### config.mk
export PLATFORM = sky130hd
export DESIGN_NAME = countdown_ctrl
export DESIGN_NICKNAME = d
export VERILOG_FILES = /design/src/rtl/countdown_pkg.sv /design/src/rtl/countdown_ctrl_tick_gen.sv /design/src/rtl/countdown_ctrl.sv
export SDC_FILE = /design/constraint.sdc
export NUM_CORES = 1
export LEC_CHECK = 0
export ABC_AREA = 0
export CAP_MARGIN = 20
export CELL_PAD_IN_SITES_DETAIL_PLACEMENT = 1
export CELL_PAD_IN_SITES_GLOBAL_PLACEMENT = 2
export CORE_ASPECT_RATIO = 0.8
export CORE_UTILIZATION = 40
export CTS_BUF_LIST = sky130_fd_sc_hd__clkbuf_8
export DETAILED_ROUTE_END_ITERATION = 10
export DONT_BUFFER_PORTS = 1
export HOLD_SLACK_MARGIN = 0.1
export PLACE_DENSITY_LB_ADDON = 0.1
export REMOVE_ABC_BUFFERS = 1
export SETUP_SLACK_MARGIN = 0.05
export SLEW_MARGIN = 15
export SYNTH_ARGS = -nofsm -noshare
export SYNTH_HDL_FRONTEND = slang
export SYNTH_SLANG_ARGS = --single-unit
### constraint.sdc
create_clock -name clk -period 3.85 [get_ports clk]
set_input_delay 0.77 -clock clk [delete_from_list [all_inputs] [get_ports clk]]
set_output_delay 0.77 -clock clk [all_outputs]
set_load 0.02 [all_outputs]
### src/rtl/countdown_pkg.sv
// Shared types and helpers for the countdown display controller.
package countdown_pkg;

   typedef enum logic [1:0] {
      IDLE   = 2'd0,
      RUN    = 2'd1,
      PAUSED = 2'd2,
      DONE   = 2'd3
   } cd_state_t;

   function automatic logic [31:0] max_count(input int unsigned n);
      return (32'd1 << n) - 32'd1;
   endfunction

endpackage

### src/rtl/countdown_ctrl_tick_gen.sv
// Prescaler: divides clk into one tick every DIV enabled cycles.
module tick_gen #(
   parameter int DIV = 50_000_000
) (
   input  logic clk,
   input  logic reset,
   input  logic en,
   input  logic clr,
   output logic tick
);

   localparam int W = (DIV > 1) ? $clog2(DIV) : 1;
   localparam logic [W-1:0] LAST = W'(DIV - 1);

   logic [W-1:0] r_cnt;

   always_ff @(posedge clk or negedge reset) begin
      if (!reset) begin
         r_cnt <= '0;
      end else if (clr) begin
         r_cnt <= '0;
      end else if (en) begin
         r_cnt <= (r_cnt == LAST) ? '0 : r_cnt + W'(1);
      end
   end

   assign tick = en && (r_cnt == LAST);

endmodule

### src/rtl/countdown_ctrl.sv
// Countdown sequencer: reload register, run/pause/done FSM, expiry pulse.
module countdown_ctrl
   import countdown_pkg::*;
#(
   parameter int N   = 6,
   parameter int DIV = 50_000_000
) (
   input  logic         clk,
   input  logic         reset,
   input  logic         start,
   input  logic         pause,
   input  logic         abort,
   input  logic         load_en,
   input  logic [N-1:0] load_val,
   input  logic         auto_reload,
   output logic [N-1:0] count,
   output logic [1:0]   state,
   output logic         busy,
   output logic         expired
);

   localparam logic [N-1:0] MAXC = N'(max_count(N));

   cd_state_t    r_state;
   logic [N-1:0] r_count;
   logic [N-1:0] r_reload;
   logic         r_expired;

   logic w_load_ok;
   logic w_fresh;
   logic w_en;
   logic w_clr;
   logic w_tick;

   assign w_load_ok = load_en && (r_state != RUN);

   // Entries into RUN that restart the prescaler phase.
   assign w_fresh = !abort && !w_load_ok && start &&
                    (((r_state == IDLE) && (r_count != '0)) ||
                     ((r_state == DONE) && (r_reload != '0)));

   assign w_clr = abort || w_fresh;
   assign w_en  = !abort && (r_state == RUN) && !(pause && !start);

   tick_gen #(.DIV(DIV)) u_tick (
      .clk   (clk),
      .reset (reset),
      .en    (w_en),
      .clr   (w_clr),
      .tick  (w_tick)
   );

   always_ff @(posedge clk or negedge reset) begin
      if (!reset) begin
         r_state   <= IDLE;
         r_count   <= MAXC;
         r_reload  <= MAXC;
         r_expired <= 1'b0;
      end else begin
         r_expired <= 1'b0;
         if (abort) begin
            r_state <= IDLE;
            r_count <= r_reload;
         end else if (w_load_ok) begin
            r_reload <= load_val;
            r_count  <= load_val;
            if (r_state == DONE) r_state <= IDLE;
         end else begin
            unique case (r_state)
               IDLE: begin
                  if (start && (r_count != '0)) r_state <= RUN;
               end
               PAUSED: begin
                  if (start) r_state <= RUN;
               end
               DONE: begin
                  if (start && (r_reload != '0)) begin
                     r_state <= RUN;
                     r_count <= r_reload;
                  end
               end
               RUN: begin
                  if (pause && !start) begin
                     r_state <= PAUSED;
                  end else if (w_tick) begin
                     if (r_count > N'(1)) begin
                        r_count <= r_count - N'(1);
                     end else if (r_count == N'(1)) begin
                        r_expired <= 1'b1;
                        if (auto_reload) begin
                           r_count <= r_reload;
                           if (r_reload == '0) r_state <= DONE;
                        end else begin
                           r_count <= '0;
                           r_state <= DONE;
                        end
                     end
                  end
               end
            endcase
         end
      end
   end

   assign count   = r_count;
   assign state   = r_state;
   assign busy    = (r_state == RUN) || (r_state == PAUSED);
   assign expired = r_expired;

endmodule

Word level (Yosys, flattened, before mapping)

Cells that the tools add are included.

Add/sub/neg operators: 2
Mux-type cells: 32
Reduce and logical (&&, ||, !) cells: 28
Order comparisons: 1
Equality and inequality tests: 17
Bitwise logic cells: 1

Operator list:

| kind                                                                   | count |
|---|---|
| 26-bit two-way mux                                                     | 3 |
| 6-bit two-way mux                                                      | 8 |
| 26-bit by 1-bit adder with 26-bit output (second input constant)       | 1 |
| 26-bit equality test (second input constant)                           | 1 |
| 2-bit two-way mux                                                      | 12 |
| 5-bit by 3-bit != test with 1-bit output (second input constant)       | 3 |
| 1-bit logical AND                                                      | 12 |
| 4-bit by 3-bit != test with 1-bit output (second input constant)       | 3 |
| 6-bit case mux with 2 select lines                                     | 1 |
| 6-bit nonzero test                                                     | 2 |
| 4-bit != test (second input constant)                                  | 2 |
| 2-bit case mux with 4 select lines                                     | 1 |
| 8-bit AND reduction                                                    | 1 |
| 1-bit two-way mux                                                      | 7 |
| 6-bit by 1-bit equality test with 1-bit output (second input constant) | 1 |
| 6-bit by 1-bit > comparator with 1-bit output (second input constant)  | 1 |
| 6-bit logical NOT                                                      | 1 |
| 6-bit by 4-bit != test with 1-bit output (second input constant)       | 1 |
| 6-bit by 1-bit subtractor with 6-bit output (second input constant)    | 1 |
| 5-bit != test (second input constant)                                  | 1 |
| 5-bit AND reduction                                                    | 1 |
| 2-bit equality test (second input constant)                            | 2 |
| 1-bit logical NOT                                                      | 4 |
| 4-bit nonzero test                                                     | 1 |
| 8 further kinds                                                        | 10 |

Input bits: 13
Logic and storage cells: 86
Output and inout bits: 10
Register bits: 41

Logic depth before layout (Yosys ltp)

Gate-level depths: netlist of the first run.

Depth after elaboration: 10
Mapped depth: 10
Mapped depth without buffers: 7

Cells and area by module

A second synthesis of the first run with hierarchy kept.

Cells, all modules: 288
Area total of the unflattened synthesis: 2681.3 um^2

Modules (own cells, without submodules):

| module         | sequential area each (um^2) | area each (um^2) | times used | cells each |
|---|---|---|---|---|
| tick_gen       | 650.6                       | 1562.7           | 1          | 173 |
| countdown_ctrl | 390.4                       | 1118.6           | 1          | 115 |

Worst setup path after synthesis of the first run

Ideal clock, no wire load.

Kind: flip-flop to flip-flop
From: reg r_state[1], in the netlist state[1]
To: reg u_tick.r_cnt[11]
Buffers on the path: 2
Required time: 3.773 ns
Slack: 1.613 ns
Stages on the path, launching flop included: 10
Library setup time: 0.077 ns
Period minus slack after synthesis: 2.237 ns
Data arrival time: 2.160 ns
Cells stage by stage: dfrtp_1 > inv_1 > ha_1 > buf_6 > nor2b_1 > a211o_1 > and3_1 > buf_4 > or4_1 > a21oi_1

Word-level cells in the longest chain between the ends: 8
Elaborated cells between the ends (all ways): 17
Those cells by class: 3 x eq/ne; 1 x mux; 13 x reduce/logical

RTL lines:

| what                                                     | RTL line                      | RTL |
|---|---|---|
| start, declared                                          | countdown_ctrl.sv:24          | `cd_state_t r_state;` |
| start signal, assigned                                   | countdown_ctrl.sv:55          | `r_state <= IDLE;` |
| start signal, assigned                                   | countdown_ctrl.sv:62          | `r_state <= IDLE;` |
| start signal, assigned                                   | countdown_ctrl.sv:67          | `if (r_state == DONE) r_state <= IDLE;` |
| 2-bit by 1-bit != test with 1-bit output                 | countdown_ctrl.sv:35          | `assign w_load_ok = load_en && (r_state != RUN);` |
| 1-bit logical AND                                        | countdown_ctrl.sv:35          |  |
| 1-bit logical NOT                                        | countdown_ctrl.sv:38          | `assign w_fresh = !abort && !w_load_ok && start &&` |
| 1-bit logical AND (3 in series)                          | countdown_ctrl.sv:38          |  |
| 1-bit logical OR                                         | countdown_ctrl.sv:42          | `assign w_clr = abort \|\| w_fresh;` |
| 26-bit two-way mux or 2-bit nonzero test (tied branches) | --                            |  |
| end signal, assigned                                     | countdown_ctrl_tick_gen.sv:23 | `r_cnt <= (r_cnt == LAST) ? '0 : r_cnt + W'(1);` |
| end, declared                                            | countdown_ctrl_tick_gen.sv:15 | `logic [W-1:0] r_cnt;` |

Several ways; a longest one is shown, not always the timed one.
A chain may end at the register's enable or synchronous reset.

Worst setup path in the final report of the first run

Same ends and word-level chain as after synthesis.

==> flow_metrics.tcl, run 1 <==
set metrics [dict create \
    start_util_pct 41.8 \
    die_area_mm2 0.00707 \
    rows 26 \
    yosys.area.top_type "dfrtp_1" \
    status "finished, final reports clean" \
    place_hpwl_mm 5.37 \
    cts-htree-levels 2 \
    p_leak_nw 1.06 \
    critPathMaxFanout 28 \
    grt_pass1_wl_mm 12.1 \
    fin_crit_sh_pct 72.0 \
    irDropWorstVdd_mv 0.308 \
    clockRootBuffer "clkbuf_8" \
    postCtsSetupRepairBufs 0 \
    synth.area.top_cells "dfrtp_1 27%, dfstp_2 12%, nand2_1 5.6%, a21oi_1 4.3%, ha_1 4.2%" \
    relSlewSlack_pct 41.3 \
    viasPerCell 6.02 \
    worstReg2RegStart "state[1]" \
    clock.fmax_mhz 361 \
    clkSlewWorstSetupHoldPaths_ps 80 \
    period_minus_slack_ps 2770 \
    ys_seq_area_share_pct 38.6 \
    clock_path_buffers 2 \
    r2r_slack_ps 1080 \
    synth_most_common_cell "nand2_1" \
    cp.required_ps 4080 \
    cts_buffers 5 \
    dr.pass1.iters 4 \
    ys_warn_count 0 \
    synth-main-ff-cell "dfrtp_1" \
    fp.dieH_um 75.4 \
    wirelength_mm 7.35 \
    worst_r2r_path_depth 7 \
    fin_ws_ps 1080 \
    antenna_found_initial 0 \
    num_antenna_cells 0 \
    grt_max_degree 42 \
    cts_hold_buf 0 \
    drive_above_1_share_pct 15.0 \
    place_congestion 0.780 \
    area_delta_synth_final_pct 4.09 \
    met1_length_mm 3.92 \
    clk_latency_ps 300 \
    netlist.area_leader.share_pct 26.9 \
    rsz0062_at_grt "false" \
    cts_tree "yes" \
    arrival_ps 3000 \
    grt_pass1_vias 2346 \
    reg2reg_to "u_tick.r_cnt[11]" \
    die_w_um 93.8 \
    clock_sinks 41 \
    fin_skew_ps 9.59 \
    ys_top_cells_by_count "40 x nand2_1, 29 x dfrtp_1, 23 x a21oi_1" \
    fp.coreArea_mm2 0.00644 \
    drv_cap 0 \
    hp-class "input pin to async pin" \
    dr_wl_met2_mm 3.08 \
    cp-end-kind "register" \
    avgRoutedWirePerCell_um 19.1 \
    drc 0 \
    ant_nets 0 \
    max_slew.worst_pin.slew_ps 867 \
    postSynthCellCount 303 \
    top_layer "met4" \
    syn_avg_cell_area_um2 8.89 \
    vias 2313 \
    grt_use_total_pct 22.4 \
    io_pins 23 \
    synth_cell_types 59 \
    setup_viol 0 \
    wl_met3_um 295 \
    crit_type "register to register" \
    syn_area_mm2 0.00270 \
    synth_edf_count 0 \
    overflow 0 \
    hold_viol 0 \
    dpl_worst_slack_ps 1080 \
    power.density_mw_per_mm2 555 \
    async_reset_ff_share_pct 100 \
    port_buffers 0 \
    cts_resized 0 \
    nets 321 \
    ys_seq_elements 41 \
    slew_violations 0 \
    fin_tns_setup_ps 0 \
    drt-initial-drc-count 116 \
    cp-start-kind "register" \
]
how the worst max path moves through the flow:
stage | start | end | slack (ps)
CTS | state[1] | u_tick.r_cnt[11] | 1060
global route | state[1] | u_tick.r_cnt[12] | 880
global placement | state[1] | u_tick.r_cnt[11] | 1180
floorplan | state[1] | u_tick.r_cnt[11] | 1470
finish | state[1] | u_tick.r_cnt[11] | 1080
detailed placement | state[1] | u_tick.r_cnt[11] | 1080
flip-flops by register name, indices dropped and copies added (netlist names):
| name | flops |
|---|---|
| u_tick.r_cnt | 26 |
| count | 6 |
| r_reload | 6 |
| state | 2 |
| expired | 1 |
power by group:
| part | total, mW | internal (mW) | switching, mW |
|---|---|---|---|
| sequential | 0.693 | 0.541 | 0.151 |
| clock | 0.277 | 0.122 | 0.155 |
| combinational | 0.585 | 0.213 | 0.373 |
cells by family after synthesis:
family	Yosys count	share of synthesized area, %
simple gates	145	29.6
mux	8	3.25
fa+ha+maj	9	4.18
buf+inv	21	4.36
compound gates	74	18.4
flops	41	38.6
xor+xnor	5	1.62
stage by stage:
step	hold WS, ps	util, %	total power [mW]	instances	area [um2]
2_1_floorplan	443	-	1.10	291	2610
3_3_place_gp	456	42.3	1.27	376	2720
3_5_place_dp	466	42.3	1.29	376	2720
4_1_cts	150	43.6	1.57	384	2810
5_1_grt	143	43.6	1.66	384	2810
6_report	156	43.6	1.56	384	2810
layer usage:
layer / track usage, % / vias up
met3: 3.69 / 6
met4: 4.10 / 0
met1: 33.6 / 1150
li1: - / 1114
met2: 34.2 / 43
met5: 0 / -
cell type report:
type / count / area [um2]
fill: 772 / 3640
multi-input combinational: 241 / 1540
sequential: 41 / 1040
tap: 84 / 105
clock buffer: 5 / 68.8
inverter: 9 / 33.8
clock inverter: 3 / 12.5
timing repair buffer: 1 / 7.51
critical path, cell delays in order (launching register included):
cell and delay (ps):
dfrtp_1 500, inv_1 150, ha_1 340, nor2b_1 120, a211o_1 350, and3_1 470, or4_1 610, a21oi_1 150
cell usage in the layout (no fill, tap or decap), types with 3 or more instances in the layout:
| master | count |
|---|---|
| nand2_1 | 40 |
| dfrtp_1 | 29 |
| a21oi_1 | 23 |
| nor2_1 | 19 |
| o21ai_0 | 16 |
| nand3_1 | 15 |
| dfstp_2 | 12 |
| inv_1 | 11 |
| or4_1 | 11 |
| or3_1 | 10 |
| nor3_1 | 10 |
| ha_1 | 9 |
| o31ai_1 | 7 |
| mux2_2 | 6 |
| nand4_1 | 5 |
| nor4_1 | 5 |
| o211ai_1 | 5 |
| clkbuf_8 | 5 |
| and3_1 | 4 |
| xnor2_1 | 4 |
| nand2b_1 | 3 |
| or2_2 | 3 |
No activity file was read; power rests on OpenSTA's default activity.
==> inputs of run 2 (changes only) <==
- clock period: 3.85 -> 2.7 ns (I/O delays scaled with it)
==> run 2 against run 1 <==
Clock-buffer cell count is 1 higher. Largest power group is now combinational cells. Flip-flop and latch count is the same. Power is 55% higher. Worst setup slack got worse by 860 ps. Critical endpoint is now u_tick.r_cnt[14].
==> flow_metrics.tcl, run 2 (synthesis results as in run 1) <==
set metrics [dict create \
    period_minus_slack_ps 2480 \
    overflow 0 \
    cts_tree "yes" \
    endpoint "u_tick.r_cnt[14]" \
    start_util_pct 41.8 \
    grt_use_total_pct 23.7 \
    grt_pass1_vias 2429 \
    cp_num_cells 6 \
    hold_viol 0 \
    crit_family "simple AND/OR/NAND/NOR gates" \
    avgRoutedWirePerCell_um 18.7 \
    clkSlewWorstSetupHoldPaths_ps 90 \
    crit_type "register to register" \
    nets 342 \
    cp_num_buf_inv 1 \
    area_delta_synth_final_pct 11.2 \
    path_cells "or4_1 > or3_1 > or2_4 > o21bai_4 > buf_4 > a21oi_1" \
    slowest_stage "or3_1" \
    setup_viol 0 \
    clock.fmax_mhz 404 \
    clock_sinks 41 \
    slowest_delay_ps 570 \
    final_common_cell "nand2_1" \
    fin_crit_sh_pct 91.7 \
    die_w_um 93.8 \
    ant_nets 0 \
    num_antenna_cells 0 \
    status "finished, final reports clean" \
    fp.coreArea_mm2 0.00644 \
    worstReg2RegStart "u_tick.r_cnt[7]" \
    drv_cap 0 \
    clockRootBuffer "clkbuf_8" \
    grt_max_degree 42 \
    clock_path_buffers 2 \
    top_register "u_tick.r_cnt" \
    worst_r2r_path_depth 6 \
    cp-start-kind "register" \
    grt_pass1_wl_mm 12.8 \
    postCtsSetupRepairBufs 0 \
    fin_skew_ps 7.98 \
    wirelength_mm 7.58 \
    rows 26 \
    dr.pass1.iters 4 \
    io_pins 23 \
    arrival_ps 2660 \
    p_leak_nw 1.17 \
    r2r_slack_ps 220 \
    clk_latency_ps 300 \
    reg2reg_to "u_tick.r_cnt[14]" \
    drt-initial-drc-count 81 \
    irDropWorstVdd_mv 0.530 \
    final_core_util_pct 46.5 \
    rsz0062_at_grt "false" \
    critPathMaxFanout 10 \
    cp-startpoint "u_tick.r_cnt[7]" \
    whs_ps 329 \
    vias 2420 \
    fin_tns_setup_ps 0 \
    drc 0 \
    power.density_mw_per_mm2 806 \
    cts-htree-levels 2 \
    cp.required_ps 2880 \
    place_hpwl_mm 5.63 \
    die_area_mm2 0.00707 \
    antenna_found_initial 0 \
    relSlewSlack_pct 70.6 \
    viasPerCell 5.98 \
    cp-end-kind "register" \
    cts_buffers 5 \
    max_slew.worst_pin.slew_ps 434 \
    fp.dieH_um 75.4 \
    hp-class "input pin to register" \
    slew_violations 0 \
    port_buffers 0 \
    mostFrequentLayoutCells "40 x nand2_1, 29 x dfrtp_1, 23 x a21oi_1, 20 x buf_4, 19 x nor2_1" \
    drive_above_1_share_pct 20.9 \
    place_congestion 0.781 \
    largest_reg_flops 26 \
]
[run 2: worst min path at each step]
stage	startpoint	to	depth (start not counted)
finish	load_val[5]	r_reload[5]	2
global route	load_val[1]	r_reload[1]	2
CTS	load_val[2]	r_reload[2]	2
detailed placement	reset	expired	0
global placement	reset	u_tick.r_cnt[17]	0
floorplan	reset	expired	0
[run 2: final cells by class]
| class | instances | area [um2] |
|---|---|---|
| multi-input combinational | 241 | 1540 |
| sequential | 41 | 1040 |
| clock inverter | 2 | 10.0 |
| inverter | 9 | 33.8 |
| timing repair buffer | 22 | 188 |
| clock buffer | 6 | 82.6 |
| tap | 84 | 105 |
| fill | 774 | 3440 |
[run 2: repair_timing]
action	in CTS	in global routing
hold endpoints to repair	41	0
hold buffers	2	0
setup endpoints to repair	0	10
gates resized for setup	0	1
[run 2: metal layers]
metal  up-vias  share of wire [%]  GRT usage [%]
li1       1160                  -              -
met4         0               0.40           4.10
met3         2                3.0           3.89
met5         -                  0              0
met1      1228                 55           36.6
met2        30                 42           35.0
[run 2: worst reg2reg max path, cell delays in order (launching register included)]
cell      delay, ps
dfrtp_1         450
or4_1           540
or3_1           570
or2_4           350
o21bai_4        200
buf_4           200
a21oi_1          60
[run 2: metrics by stage]
step	power (mW)	instances	worst slack, ps	area [um2]
2_1_floorplan	1.58	291	321	2610
4_1_cts	2.43	405	172	3000
5_1_grt	2.58	405	96.8	3000
3_5_place_dp	1.96	395	200	2870
6_report	2.42	405	223	3000
3_3_place_gp	1.94	395	268	2870
[run 2: power breakdown]
group | internal, mW | switching (mW) | total, mW | leakage [nW]
clock | 0.205 | 0.234 | 0.439 | 0.0529
sequential | 0.769 | 0.132 | 0.902 | 0.530
combinational | 0.425 | 0.652 | 1.08 | 0.586
total | 1.40 | 1.02 | 2.42 | 1.17
